===== src/rtl/game_move_ctrl.sv =====
// Grid-based person/box mover: synchronizes and debounces four direction buttons,
// evaluates one move per press (with box pushing) and drives registered pixel centres.
module game_move_ctrl #(
  parameter int DEBOUNCE_CYCLES = 250000,
  parameter int H_MIN           = 100,
  parameter int H_STEP          = 65,
  parameter int COLS            = 10,
  parameter int V_MIN           = 100,
  parameter int V_STEP          = 100,
  parameter int ROWS            = 5
) (
  input  logic        clk,
  input  logic        rst,
  input  logic [3:0]  direction,
  output logic [10:0] people_center_h,
  output logic [10:0] people_center_v,
  output logic [10:0] box_center_h,
  output logic [10:0] box_center_v,
  output logic        move_done,
  output logic        blocked
);

  localparam int CW  = (COLS > 1) ? $clog2(COLS) : 1;
  localparam int RW  = (ROWS > 1) ? $clog2(ROWS) : 1;
  localparam int DBW = $clog2(DEBOUNCE_CYCLES + 1);

  localparam logic [1:0] IDLE         = 2'd0;
  localparam logic [1:0] EVAL         = 2'd1;
  localparam logic [1:0] COMMIT       = 2'd2;
  localparam logic [1:0] WAIT_RELEASE = 2'd3;

  localparam logic [CW-1:0] PERSON_COL0 = CW'(0);
  localparam logic [RW-1:0] PERSON_ROW0 = RW'(2);
  localparam logic [CW-1:0] BOX_COL0    = CW'(1);
  localparam logic [RW-1:0] BOX_ROW0    = RW'(2);

  logic [3:0]     sync_p0, sync_p1, deb;
  logic [DBW-1:0] cnt [4];
  logic [1:0]     state;
  logic [3:0]     dir_q;
  logic [CW-1:0]  person_col, box_col;
  logic [RW-1:0]  person_row, box_row;

  int   dc, dr, tc, tr, bc, br;
  logic push, ok, one_hot;

  function automatic logic in_range(input int c, input int r);
    return (c >= 0) && (c < COLS) && (r >= 0) && (r < ROWS);
  endfunction

  function automatic logic [10:0] pix_h(input logic [CW-1:0] col);
    return 11'(H_MIN + int'(col) * H_STEP);
  endfunction

  function automatic logic [10:0] pix_v(input logic [RW-1:0] row);
    return 11'(V_MIN + int'(row) * V_STEP);
  endfunction

  // Stage p0/p1: two-flop synchronizer, then per-bit debounce on the synchronized level
  always_ff @(posedge clk or posedge rst) begin
    if (rst) begin
      sync_p0 <= '0;
      sync_p1 <= '0;
      deb     <= '0;
      for (int i = 0; i < 4; i++) cnt[i] <= '0;
    end else begin
      sync_p0 <= direction;
      sync_p1 <= sync_p0;
      for (int i = 0; i < 4; i++) begin
        if (sync_p1[i] != deb[i]) begin
          if (cnt[i] == DBW'(DEBOUNCE_CYCLES - 1)) begin
            deb[i] <= sync_p1[i];
            cnt[i] <= '0;
          end else begin
            cnt[i] <= cnt[i] + DBW'(1);
          end
        end else begin
          cnt[i] <= '0;
        end
      end
    end
  end

  assign one_hot = (deb != 4'b0000) && ((deb & (deb - 4'd1)) == 4'b0000);

  // Direction is captured on the IDLE->EVAL edge, so later button activity cannot alter it
  always_ff @(posedge clk) begin
    if (state == IDLE) dir_q <= deb;
  end

  always_comb begin
    dc = 0;
    dr = 0;
    case (dir_q)
      4'b1000: dr = -1;
      4'b0100: dr = 1;
      4'b0010: dc = -1;
      4'b0001: dc = 1;
      default: ;
    endcase
    tc   = int'(person_col) + dc;
    tr   = int'(person_row) + dr;
    push = (tc == int'(box_col)) && (tr == int'(box_row));
    bc   = push ? int'(box_col) + dc : int'(box_col);
    br   = push ? int'(box_row) + dr : int'(box_row);
    ok   = in_range(tc, tr) && (!push || in_range(bc, br));
  end

  // Evaluated move is committed on the edge leaving EVAL; pulses are visible during COMMIT
  always_ff @(posedge clk or posedge rst) begin
    if (rst) begin
      state      <= IDLE;
      person_col <= PERSON_COL0;
      person_row <= PERSON_ROW0;
      box_col    <= BOX_COL0;
      box_row    <= BOX_ROW0;
      move_done  <= 1'b0;
      blocked    <= 1'b0;
    end else begin
      move_done <= 1'b0;
      blocked   <= 1'b0;
      case (state)
        IDLE: if (one_hot) state <= EVAL;
        EVAL: begin
          state <= COMMIT;
          if (ok) begin
            person_col <= CW'(tc);
            person_row <= RW'(tr);
            box_col    <= CW'(bc);
            box_row    <= RW'(br);
            move_done  <= 1'b1;
          end else begin
            blocked <= 1'b1;
          end
        end
        COMMIT:       state <= WAIT_RELEASE;
        WAIT_RELEASE: if (deb == 4'b0000) state <= IDLE;
        default:      state <= IDLE;
      endcase
    end
  end

  // Stage p2: pixel centres registered from the grid state
  always_ff @(posedge clk or posedge rst) begin
    if (rst) begin
      people_center_h <= pix_h(PERSON_COL0);
      people_center_v <= pix_v(PERSON_ROW0);
      box_center_h    <= pix_h(BOX_COL0);
      box_center_v    <= pix_v(BOX_ROW0);
    end else begin
      people_center_h <= pix_h(person_col);
      people_center_v <= pix_v(person_row);
      box_center_h    <= pix_h(box_col);
      box_center_v    <= pix_v(box_row);
    end
  end

endmodule


===== config.mk =====
export PLATFORM = sky130hd
export DESIGN_NAME = game_move_ctrl
export DESIGN_NICKNAME = d
export VERILOG_FILES = /design/src/rtl/game_move_ctrl.sv
export SDC_FILE = /design/constraint.sdc
export NUM_CORES = 1
export LEC_CHECK = 0
export ABC_CLOCK_PERIOD_IN_PS = 5200
export CAP_MARGIN = 10
export CELL_PAD_IN_SITES_DETAIL_PLACEMENT = 0
export CELL_PAD_IN_SITES_GLOBAL_PLACEMENT = 2
export CORE_AREA = 2 2 200 104
export CTS_CLUSTER_SIZE = 28
export DETAILED_ROUTE_END_ITERATION = 8
export DIE_AREA = 0 0 202 106
export GPL_ROUTABILITY_DRIVEN = 0
export GPL_TIMING_DRIVEN = 0
export PLACE_DENSITY_LB_ADDON = 0.08
export SLEW_MARGIN = 20
export SYNTH_ARGS = -nofsm -noshare
export SYNTH_HDL_FRONTEND = slang
export SYNTH_SLANG_ARGS = --single-unit

===== constraint.sdc =====
create_clock -name clk -period 5.2 [get_ports clk]
set_input_delay 1.04 -clock clk [delete_from_list [all_inputs] [get_ports clk]]
set_output_delay 1.04 -clock clk [all_outputs]
set_load 0.01 [all_outputs]

==> flow_summary.yaml, run 1 <==
finish:
  drive_gt1_share_pct: 9.863
  antenna_cells: 0
  area_delta_synth_final_pct: 19.51
  final_area_um2: 9213
  fin_nets: 866
  fin_cells: 1074
sta:
  maxClockFrequency_ghz: 0.2049
  rsz0062_at_grt: "false"
  clock_skew_ns: 0.01012
  slew_violations: 0
  maxSlewHeadroom_pct: 49.90
  tightest_slew_ns: 0.7483
  setup_violations: 0
  finalHoldViolCount: 0
  fin_crit_sh_pct: 93.84
  fin_crit_ns: 4.880
clock_tree:
  post_cts_buffers: 0
  insertion_delay_ns: 0.43
  clock_path_buffers: 2
  cts_hold_buf: 0
  clk_pin_slew_ns: 0.06
  cts_root_buf: "clkbuf_16"
  htreeDepth: 4
  clkSinkCount: 144
  cts_made_buffers: 17
  cts_tree: "yes"
route:
  wl_um: 15330
  drc: 0
  viasPerCell: 4.818
  vias: 5175
  wl_per_cell_um: 14.27
  final_antenna_net_count: 0
  dr.pass1.iters: 4
  drt_iter0_markers: 251
logic_synthesis:
  synthXorXnorAreaFrac_pct: 11.30
  synth_compound_area_share_pct: 5.648
  synth_mux_area_share_pct: 2.889
  seq_area_frac_synth_pct: 47.27
  yosysTopAreaCellShare_pct: 40.25
  netlist_instances: 718
  netlist_area_um2: 7709
  synthMostInstantiatedCell: "dfrtp_1"
  synth_common_cells: "124 x dfrtp_1, 111 x nor2_1, 70 x ha_1, 57 x xnor2_1, 38 x xor2_1"
  synth_top_family_by_area: "simple AND/OR/NAND/NOR gates"
  ys_ff_latch: 144
  ys.flop_type: "dfrtp_1"
  ys_async_sr_fraction_pct: 97.22
  synthTopCellsByArea: "dfrtp_1 40%, ha_1 11%, xnor2_1 6.5%"
  avgSynthCellArea_um2: 10.74
  synth_edf_count: 4
  synth_fa_ha_area_share_pct: 11.88
  synth_top_area_cell: "dfrtp_1"
  yosysUniqueCellTypes: 66
  yosys_warnings: 0
  synthSimpleGateAreaFrac_pct: 18.23
pwr:
  cellPowerDensity_nw_per_um2: 276.8
  max-vdd-ir-drop_mv: 0.2170
  leakage_nw: 4.278
floorplan:
  die-area_um2: 21410
  core_area_um2: 19860
  die_h_um: 106
  io_pins: 52
  die_w_um: 202
  start_util_pct: 38.81
  rows: 37
critical_path:
  endpoint_kind: "flop"
  r2r-start: "dir_q[0]"
  critPathKind: "reg2reg"
  worstPathMaxFanout: 36
  arrival_ns: 5.18
  r2r-end: "box_row[0]"
  start_kind: "flop"
  ff2ff_path_depth: 14
  r2r_setup_slack_ns: 0.32
  required_ns: 5.50
  crit_start: "dir_q[0]"
grt:
  grt.total_usage_pct: 15.87
  grt_pass1_wl_um: 26490
  overflow: 0
  antenna_found_initial: 0
  grt_max_degree: 90
  grt_pass1_vias: 5054
run_status:
  status: "finished, final reports clean"
placement:
  dpl_cell_area_um2: 8562
  dp.cells: 1042
  hpwl_um: 11130
  port_buffers: 45
run:
  cap_viol_max_count: 0
hold_path:
  whs_path_depth: 0
  hold_path_end: "sync_p1[1]"
  hp-start: "sync_p0[1]"
  hold_path.class: "reg2reg"
metrics by stage:
stage	hold WS (ns)	setup TNS [ns]	utilization (%)	power [mW]	setup WS (ns)
after global routing	0.3646	0	46.39	2.657	0.01036
after CTS	0.3590	0	46.36	2.594	0.1522
after global placement	0.3392	-200.05	42.88	1.220	-1.615
final	0.3570	0	46.39	2.550	0.3201
after floorplan	0.3312	0	-	1.203	0.4336
after detailed placement	0.3393	-0.1260	43.11	1.225	-0.05201
area by class of cell:
| cell class | count | area, µm² |
|---|---|---|
| multi-input cells | 529 | 3880 |
| clock inverters | 13 | 210.2 |
| repair buffers | 47 | 483.0 |
| clock buffers | 19 | 432.9 |
| well taps | 273 | 341.6 |
| inverters | 28 | 112.6 |
| fillers | 1807 | 10650 |
| flip-flops and latches | 144 | 3643 |
| plain buffers | 21 | 108.9 |
registers in the layout, indices dropped and copies added (netlist names):
signal           cells
blocked              1
box_center_h        10
box_center_v         9
box_col              4
box_row              3
cnt                 72
deb                  4
dir_q                4
move_done            1
people_center_h     10
people_center_v      9
person_col           4
person_row           3
state                2
sync_p0              4
sync_p1              4
worst max-delay path, cell delays in order (launching register included):
cell	delay [ns]
edfxtp_1	0.50
nor4b_1	0.50
buf_6	0.35
ha_1	0.31
a21o_1	0.18
a21o_1	0.20
a21oi_1	0.31
nand2b_1	0.16
ha_1	0.12
nand4_1	0.10
or4_1	0.48
a2111oi_1	0.44
o2111a_1	0.43
nand3_2	0.27
mux2_1	0.40
layer usage:
layer  share of wire [%]  track usage (%)  vias to the layer above
met5                   0                0                        -
met4                 1.0            5.987                        0
met3                 3.4            3.832                       13
met2                  39            20.79                       69
met1                  57            24.65                     2469
li1                    -                -                     2624
power by group:
part           internal [mW]  switching, mW  leakage (nW)
Clock                  0.854          0.495         0.308
Combinational         0.0186         0.0404          2.07
Sequential              1.14        0.00698          1.90
Total                   2.01          0.542          4.28
cells by family after synthesis:
logic type,Yosys count
xor+xnor,97
flops,144
simple gates,272
mux,20
fa+ha+maj,72
compound gates,62
buf+inv,49
other cells,2
how the worst max path moves through the flow:
| stage | to | cells past startpoint | slack, ns |
|---|---|---|---|
| 4_1_cts | box_row[0] | 14 | 0.15 |
| 6_report | box_row[0] | 14 | 0.32 |
| 2_1_floorplan | blocked | 1 | 0.43 |
| 3_3_place_gp | cnt[30] | 2 | -1.62 |
| 5_1_grt | box_row[0] | 14 | 0.01 |
| 3_5_place_dp | box_row[0] | 14 | -0.05 |
repair_timing:
action / in CTS / in global routing
endpoints found under the setup margin: 4 / 4
pin swaps: 0 / 0
resized for setup: 1 / 2
endpoints found under the hold margin: 0 / 0
placed cells by master, fill, tap and decap left out, types with 10 or more instances in the layout:
cell type,instances
xor2_1,38
inv_1,27
nand2_1,30
a21oi_1,12
clkbuf_16,17
nor3_1,11
nand3_1,26
and3_1,16
clkdlybuf4s50_1,45
xnor2_1,57
clkbuf_1,14
nand4_1,17
dfrtp_1,124
o31ai_1,10
dfstp_2,16
mux2_2,11
nor2_1,111
o21ai_0,13
ha_1,70
Note: power is estimated with default switching activity, not from simulation.
==> run 2, diff against run 1 <==
--- a/config.mk
+++ b/config.mk
@@ -13,7 +13,6 @@
 export CTS_CLUSTER_SIZE = 28
 export DETAILED_ROUTE_END_ITERATION = 8
 export DIE_AREA = 0 0 202 106
-export GPL_ROUTABILITY_DRIVEN = 0
 export GPL_TIMING_DRIVEN = 0
 export PLACE_DENSITY_LB_ADDON = 0.08
 export SLEW_MARGIN = 20
==> results of run 2 <==
The final DEF is identical to that of run 1; final timing and power are the same.
